===== config.mk =====
export PLATFORM = sky130hd
export DESIGN_NAME = pll_dyn_reconfig
export DESIGN_NICKNAME = d
export VERILOG_FILES = /design/src/rtl/pll_drp_pkg.sv /design/src/rtl/pll_lock_sync.sv /design/src/rtl/pll_dyn_reconfig.sv
export SDC_FILE = /design/constraint.sdc
export NUM_CORES = 1
export LEC_CHECK = 0
export ABC_CLOCK_PERIOD_IN_PS = 5650
export CAP_MARGIN = 10
export CORE_ASPECT_RATIO = 0.8
export CORE_MARGIN = 2
export CORE_UTILIZATION = 52
export DETAILED_ROUTE_END_ITERATION = 10
export GPL_TIMING_DRIVEN = 0
export PLACE_DENSITY = 0.83
export SYNTH_ARGS = -nofsm -noshare
export SYNTH_HDL_FRONTEND = slang
export SYNTH_SLANG_ARGS = --single-unit

===== constraint.sdc =====
create_clock -name mdclk -period 5.65 [get_ports mdclk]
set_input_delay 1.13 -clock mdclk [delete_from_list [all_inputs] [get_ports mdclk]]
set_output_delay 1.13 -clock mdclk [all_outputs]
set_load 0.05 [all_outputs]

===== src/rtl/pll_drp_pkg.sv =====
// Shared opcodes, status codes and FSM states for
// the PLL dynamic reconfiguration controller.
package pll_drp_pkg;

  localparam logic [1:0] OPC_NOP   = 2'b00;
  localparam logic [1:0] OPC_WRITE = 2'b01;
  localparam logic [1:0] OPC_READ  = 2'b10;
  localparam logic [1:0] OPC_ADDR  = 2'b11;

  localparam logic [1:0] ST_OK      = 2'b00;
  localparam logic [1:0] ST_VERIFY  = 2'b01;
  localparam logic [1:0] ST_TIMEOUT = 2'b10;
  localparam logic [1:0] ST_INVALID = 2'b11;

  typedef enum logic [3:0] {
    S_IDLE,
    S_CHECK,
    S_W_ADDR,
    S_W_DATA,
    S_R_ADDR,
    S_R_OP,
    S_R_WAIT,
    S_COMPARE,
    S_PLL_RST,
    S_WAIT_LOCK,
    S_RESP
  } drp_state_e;

  // Divider registers hold N-1 for a divide-by-N.
  function automatic logic [7:0] div_code(
    input logic [7:0] div
  );
    return div - 8'd1;
  endfunction

endpackage


===== src/rtl/pll_lock_sync.sv =====
// Two-flop synchroniser for PLL lock followed by a
// filter that needs four consecutive high samples.
module pll_lock_sync (
  input  logic clk,
  input  logic reset,
  input  logic clr,
  input  logic lock_async,
  output logic lock_stable
);

  logic       sync1;
  logic       sync2;
  logic [2:0] run;

  always_ff @(posedge clk) begin
    if (reset || clr) begin
      sync1       <= 1'b0;
      sync2       <= 1'b0;
      run         <= 3'd0;
      lock_stable <= 1'b0;
    end else begin
      sync1 <= lock_async;
      sync2 <= sync1;
      if (!sync2) begin
        run         <= 3'd0;
        lock_stable <= 1'b0;
      end else begin
        if (run != 3'd4) run <= run + 3'd1;
        lock_stable <= (run >= 3'd3);
      end
    end
  end

endmodule


===== src/rtl/pll_dyn_reconfig.sv =====
// Writes a PLL divider over the MD port, verifies it,
// resets the PLL and supervises re-lock.
module pll_dyn_reconfig
  import pll_drp_pkg::*;
#(
  parameter int         NUM_CH         = 2,
  parameter logic [7:0] ADDR_ODIV_BASE = 8'h10,
  parameter logic [7:0] ADDR_MDIV      = 8'h08,
  parameter int         READ_LAT       = 2,
  parameter int         RST_CYCLES     = 16,
  parameter int         LOCK_TIMEOUT   = 100000
) (
  input  logic                         mdclk,
  input  logic                         reset,
  input  logic                         req_valid,
  output logic                         req_ready,
  input  logic [$clog2(NUM_CH+1)-1:0]  req_sel,
  input  logic [7:0]                   req_div,
  output logic                         rsp_valid,
  output logic [1:0]                   rsp_status,
  output logic [7:0]                   rsp_rdata,
  output logic                         busy,
  output logic [1:0]                   pll_mdopc,
  output logic                         pll_mdainc,
  output logic [7:0]                   pll_mdwdi,
  input  logic [7:0]                   pll_mdrdo,
  output logic                         pll_reset,
  input  logic                         pll_lock
);

  drp_state_e                    state;
  logic [$clog2(NUM_CH+1)-1:0]   sel_q;
  logic [7:0]                    div_q;
  logic [1:0]                    status_q;
  logic [31:0]                   cnt;
  logic [7:0]                    tgt_addr;
  logic                          lock_stable;

  always_comb begin
    tgt_addr = ADDR_ODIV_BASE + 8'(sel_q);
    if (int'(sel_q) == NUM_CH) tgt_addr = ADDR_MDIV;
  end

  pll_lock_sync u_lock_sync (
    .clk         (mdclk),
    .reset       (reset),
    .clr         (state == S_PLL_RST),
    .lock_async  (pll_lock),
    .lock_stable (lock_stable)
  );

  always_ff @(posedge mdclk) begin
    if (reset) begin
      state      <= S_IDLE;
      sel_q      <= '0;
      div_q      <= 8'd0;
      status_q   <= ST_OK;
      cnt        <= 32'd0;
      req_ready  <= 1'b0;
      rsp_valid  <= 1'b0;
      rsp_status <= ST_OK;
      rsp_rdata  <= 8'd0;
      busy       <= 1'b0;
      pll_mdopc  <= OPC_NOP;
      pll_mdainc <= 1'b0;
      pll_mdwdi  <= 8'd0;
      pll_reset  <= 1'b0;
    end else begin
      pll_mdopc  <= OPC_NOP;
      pll_mdwdi  <= 8'd0;
      pll_mdainc <= 1'b0;
      rsp_valid  <= 1'b0;
      unique case (state)
        S_IDLE: begin
          if (req_valid && req_ready) begin
            req_ready <= 1'b0;
            busy      <= 1'b1;
            sel_q     <= req_sel;
            div_q     <= req_div;
            rsp_rdata <= 8'd0;
            state     <= S_CHECK;
          end else begin
            req_ready <= 1'b1;
          end
        end
        S_CHECK: begin
          if (div_q == 8'd0 || div_q > 8'd128 ||
              int'(sel_q) > NUM_CH) begin
            status_q <= ST_INVALID;
            state    <= S_RESP;
          end else begin
            pll_mdopc <= OPC_ADDR;
            pll_mdwdi <= tgt_addr;
            state     <= S_W_ADDR;
          end
        end
        S_W_ADDR: begin
          pll_mdopc <= OPC_WRITE;
          pll_mdwdi <= div_code(div_q);
          state     <= S_W_DATA;
        end
        S_W_DATA: begin
          pll_mdopc <= OPC_ADDR;
          pll_mdwdi <= tgt_addr;
          state     <= S_R_ADDR;
        end
        S_R_ADDR: begin
          pll_mdopc <= OPC_READ;
          state     <= S_R_OP;
        end
        S_R_OP: begin
          if (READ_LAT == 1) begin
            rsp_rdata <= pll_mdrdo;
            state     <= S_COMPARE;
          end else begin
            cnt   <= 32'd0;
            state <= S_R_WAIT;
          end
        end
        // Read latency counts from the cycle the op is driven.
        S_R_WAIT: begin
          if (cnt == 32'(READ_LAT - 2)) begin
            rsp_rdata <= pll_mdrdo;
            state     <= S_COMPARE;
          end else begin
            cnt <= cnt + 32'd1;
          end
        end
        S_COMPARE: begin
          if (rsp_rdata != div_code(div_q)) begin
            status_q <= ST_VERIFY;
            state    <= S_RESP;
          end else begin
            pll_reset <= 1'b1;
            cnt       <= 32'd0;
            state     <= S_PLL_RST;
          end
        end
        S_PLL_RST: begin
          if (cnt == 32'(RST_CYCLES - 1)) begin
            pll_reset <= 1'b0;
            cnt       <= 32'd0;
            state     <= S_WAIT_LOCK;
          end else begin
            cnt <= cnt + 32'd1;
          end
        end
        S_WAIT_LOCK: begin
          if (lock_stable) begin
            status_q <= ST_OK;
            state    <= S_RESP;
          end else if (cnt == 32'(LOCK_TIMEOUT - 1)) begin
            status_q <= ST_TIMEOUT;
            state    <= S_RESP;
          end else begin
            cnt <= cnt + 32'd1;
          end
        end
        S_RESP: begin
          rsp_valid  <= 1'b1;
          rsp_status <= status_q;
          busy       <= 1'b0;
          state      <= S_IDLE;
        end
        default: state <= S_IDLE;
      endcase
    end
  end

endmodule


[Word level (Yosys, flattened, before mapping)]
Index checks and enable logic that the tools add are counted.
Word-level totals
  bits in registers: 78
  memories: 0
  ROM bits: 0
  input port bits: 22
  memory bits (writable): 0
  latch bits: 0
  logic and storage cells: 104
  output and inout bits: 25
Cells by class
  mux-type cells: 34
  divide/modulo/power cells: 0
  multipliers: 0
  add/sub/neg operators: 4
  bitwise operators: 1
  reductions and logical operators: 20
  shifts and indexed selects: 0
  order comparisons: 3
  eq/ne operators: 25
Operator list (number)
  2-to-1 mux 32 bit: 5
  case mux 32 bit (5 select lines): 1
  case mux 4 bit (10 select lines): 1
  adder 32 x 1 -> 32 bit (second input constant): 1
  equality test 32 x 17 -> 1 bit (second input constant): 1
  equality test 32 x 4 -> 1 bit (second input constant): 1
  zero test 32 bit: 1
  2-to-1 mux 4 bit: 6
  2-to-1 mux 8 bit: 3
  case mux 8 bit (3 select lines): 1
  inequality test 2 bit (second input constant): 9
  equality test 4 x 3 -> 1 bit (second input constant): 4
  case mux 8 bit (2 select lines): 1
  equality test 4 bit (second input constant): 3
  2-to-1 mux 2 bit: 6
  equality test 4 x 2 -> 1 bit (second input constant): 2
  > comparator 8 bit (second input constant): 1
  zero test 8 bit: 1
  inequality test 8 bit: 1
  case mux 2 bit (4 select lines): 1
  AND reduction 4 bit: 2
  subtractor 8 x 1 -> 8 bit (second input constant): 1
  adder 5 x 2 -> 6 bit (first input constant): 1
  2-to-1 mux 6 bit: 1
  21 further kinds: 32

[Depth between registers and ports, before layout]
  depth in word-level cells: 5
  mapped depth: 10

[Hierarchy]
From an unflattened synthesis, not the netlist that was laid out.
Unflattened totals
  cells, all modules: 495
  area total of the unflattened synthesis: 4112.7 um^2
By module, submodules not included
  pll_dyn_reconfig: area an instance 3860.0 um^2, cells an instance 470, instances 1, sequential area each 1441.4 um^2
  pll_lock_sync: area an instance 252.7 um^2, cells an instance 25, instances 1, sequential area each 120.1 um^2

[Least setup slack after synthesis]
No wires, ideal clock.
  kind: flip-flop to flip-flop
  start: register div_q[0]
  end: register cnt[0]
  path buffers: 0
  arrival: 2.348 ns
  library setup time: 0.129 ns
  period minus slack after synthesis: 2.477 ns
  data required time: 5.521 ns
  cell stages (with the launch flop): 10
  path slack: 3.173 ns
  cells stage by stage: dfxtp_1 inv_1 ha_1 nor3b_1 xor2_1 a2111oi_0 and4_4 o21ai_2 o21ai_2 nor2_1
On the way
  word-level cells in the longest chain between the ends: 4
RTL lines
  from (decl): line pll_dyn_reconfig.sv:33  | logic [7:0] div_q;
  from (signal assigned): line pll_dyn_reconfig.sv:79  | div_q <= req_div;
  subtractor 8 x 1 -> 8 bit: line pll_drp_pkg.sv:33  | return div - 8'd1;
  inequality test 8 bit: line pll_dyn_reconfig.sv:130  | if (rsp_rdata != div_code(div_q)) begin
  inequality test 2 bit (no source line)
  AND reduction 5 bit (no source line)
  to (signal assigned): line pll_dyn_reconfig.sv:126  | cnt <= cnt + 32'd1;
  to (signal assigned): line pll_dyn_reconfig.sv:145  | cnt <= cnt + 32'd1;
  to (signal assigned): line pll_dyn_reconfig.sv:156  | cnt <= cnt + 32'd1;
  to (decl): line pll_dyn_reconfig.sv:35  | logic [31:0] cnt;
No other way between the ends.
A chain may end at the register's enable or synchronous reset.

[Worst setup path after layout]
  start: register div_q[0]
  end: register cnt[29]
The elaborated chain is that of the path after synthesis.

==> run_results.csv <==
group,metric,value,unit
detailed_routing,drt_wl_total,10.76,mm
detailed_routing,wl_per_cell,15.84,um
critical_path,end_kind,"register",
synthesis,synth_adder_area_share,0.02101,
power,p_per_area,331.5,mW/mm2
synthesis,synth-compound-area-share,0.1987,
cts,clk_path_buf_depth,2,
power,power_switching,635.6,uW
timing,timing.final.crit_share,0.5598,
cts,hold_buffers,0,
synthesis,syn_nets,540,
critical_path,cp.required,5.87,ns
timing,setup_viol,0,
detailed_routing,vias,4041,
synthesis,yosysSeqAreaShare,0.3747,
timing,finalHoldViolCount,0,
synthesis,ys.flop_type,"dfxtp_1",
cts,root_buffer,"clkbuf_8",
cts,cts_sinks,78,
global_route,track_usage,0.2497,
timing,fin_skew,0.009806,ns
run_status,status,"finished, final reports clean",
synthesis,synth_top_family_by_area,"simple AND/OR/NAND/NOR gates",
critical_path,critPathKind,"register to register",
critical_path,critPathLaunchType,"register",
synthesis,yosysTopAreaCell,"dfxtp_1",
power,p_clk_frac,0.232,
die,core,0.007838,mm2
timing,fmax,316.2,MHz
synthesis,synth_cells,511,
synthesis,synth_top_area_frac,0.3747,
synthesis,yosysWarnings,0,
finish,layout.cell_area.non_filler,0.004920,mm2
detailed_routing,vias_per_cell,5.951,
synthesis,synth_edf_count,0,
global_route,antenna_found_initial,0,
power,p_leak,0.001610,uW
finish,drive_above_1_share,0.09807,
cts,cts.repair.resized,0,
die,ios,47,
flow_run,maxCapViolations,0,
detailed_routing,drc,0,
min_path,hp-class,"register to register",
critical_path,crit_fanout,10,
synthesis,synth_cell_types,60,
die,rows,29,
finish,layout_commonest_cell,"dfxtp_1",
power,seqPwrFrac,0.387,
place,post_dp_cell_area,0.004743,mm2
cts,h-tree-depth,3,
timing,rsz0062_at_grt,"no",
timing,setup_tns,0,ns
detailed_routing,antenna_left,0,
power,cellInternalPower,995.4,uW
cts,post_cts_buffers,0,
finish,final_cell_mix,"dfxtp_1 (78), nand2_1 (69), nor2_1 (58)",
synthesis,yosys_register_bits,78,
synthesis,yosys.area_share.xor_xnor,0.05914,
synthesis,synth_area_leaders,"dfxtp_1 (37%), nand2_1 (6.2%), nor2_1 (5.2%)",
power,combinationalPowerShare,0.381,
timing,finalCriticalPeriod,3.163,ns
die,die_height,84.08,um
detailed_routing,drt_pass1_iterations,8,
place,port_buffers,44,
place,place.gp.congestion,0.9033,
synthesis,synthArstFlopShare,0,
global_route,grt_max_degree,14,
finish,area_delta_synth_final,18.04,%
synthesis,syn_area_per_cell,8.156,um2
power,ir_drop,198.6,uV
cts,insertion_delay,0.36,ns
global_route,grt_pass1_vias,3627,
synthesis,yosys.area_share.simple,0.2906,
place,dp_hpwl,7.862,mm
detailed_routing,drtIter0Drc,501,
critical_path,crit_arrival,3.39,ns
die,dieArea,0.008752,mm2
cts,clk_pin_slew,0.08,ns
synthesis,synthMuxAreaShare,0.004803,
timing,maxSlewHeadroom,0.3569,
cts,cts_tree,"done",
timing,worst-slew-pin-transition,0.9404,ns
die,start_util,0.5318,
cts,cts_made_buffers,9,
timing,slew_violations,0,
global_route,gr-total-overflow,0,
power,p_sw_frac,0.3897,
global_route,grt_pass1_wl,17.82,mm
finish,nets,595,
die,die_w,104.1,um
finish,n_antenna_cell,0,
synthesis,synth_area,0.004168,mm2
final timing paths:
| kind | start | endpoint | slack (ns) | depth (start not counted) |
|---|---|---|---|---|
| max | div_q[0] | cnt[29] | 2.49 | 9 |
| min | u_lock_sync.sync1 | u_lock_sync.sync2 | 0.46 | 1 |
| max reg2reg | div_q[0] | cnt[29] | 2.49 | 9 |
| min reg2reg | u_lock_sync.sync1 | u_lock_sync.sync2 | 0.46 | 1 |
flip-flops by register name, indices dropped and copies added, names as in the netlist, 2 cells and up:
register,flops
div_q,8
sel_q,2
pll_mdwdi,8
pll_mdopc,2
rsp_status,2
state,4
cnt,32
rsp_rdata,8
u_lock_sync.run,3
status_q,2
layout make-up:
class / count / area (um2)
multi-input cells: 388 / 2397
clock inverters: 5 / 35.03
repair buffers: 44 / 440.4
flip-flops and latches: 78 / 1562
inverters: 16 / 60.06
clock buffers: 11 / 141.4
well taps: 108 / 135.1
plain buffers: 29 / 148.9
fillers: 676 / 2918
routing by layer:
metal  global-route usage  vias up  share of wire
met1               0.3492     1867           0.44
met2               0.3911      226           0.45
met3              0.06245       20           0.10
met4              0.05405        0          0.011
li1                     -     1928              -
met5                    0        -              0
cell families (layout without fill, tap and decap cells):
| logic type | Yosys count | count (layout) |
|---|---|---|
| adders and majority gates | 7 | 7 |
| xor gates and xnor gates | 25 | 25 |
| other | 1 | 1 |
| buffers and inverters | 45 | 105 |
| muxes | 2 | 2 |
| and+or+nand+nor | 240 | 240 |
| DFF | 78 | 78 |
| AOI/OAI and AO/OA | 113 | 113 |
worst max-delay path, cell delays in order (launching register included):
cell	delay, ns
dfxtp_1	0.38
inv_1	0.16
ha_1	0.30
nor3b_1	0.42
xor2_1	0.20
a2111oi_0	0.50
and4_4	0.40
o21ai_2	0.15
o21ai_2	0.43
nor2_1	0.10
power groups by stage:
stage	sequential [uW]	clock, uW	combinational (uW)
after global placement	641	0	596
final	631	378	622
after global routing	637	405	683
after CTS	631	387	613
after detailed placement	643	0	608
after floorplan	675	0	425
cells in the mapped netlist, types with 3 or more instances:
master / n
and3_1: 7
nor2_1: 58
o21ai_0: 14
o2111ai_1: 3
nand3b_1: 6
nor3b_1: 3
o21ai_1: 3
dfxtp_1: 78
xnor2_1: 9
nand4_1: 11
a31oi_1: 3
xor2_1: 14
nor4_1: 10
ha_1: 7
a211oi_1: 4
nor3_2: 4
inv_1: 16
nor3_1: 21
a21oi_2: 7
nand3_1: 26
o21ai_2: 6
nand2_1: 69
o211ai_1: 7
buf_6: 4
a311oi_2: 9
o21a_1: 4
and2_1: 7
clkbuf_1: 19
a21oi_1: 36
and4_1: 4
o211a_1: 3
stage by stage:
step | setup WS [ns] | hold WS [ns] | std cells | power [uW] | utilization
after CTS | 2.570 | 0.4690 | 679 | 1631 | 0.6277
after floorplan | 3.173 | 0.4057 | 511 | 1099 | -
after global routing | 2.270 | 0.5000 | 679 | 1725 | 0.6277
after global placement | 2.663 | 0.4178 | 663 | 1237 | 0.6052
final | 2.487 | 0.4614 | 679 | 1631 | 0.6277
after detailed placement | 2.592 | 0.4346 | 663 | 1251 | 0.6052
Power figures use the tool's default switching activity.
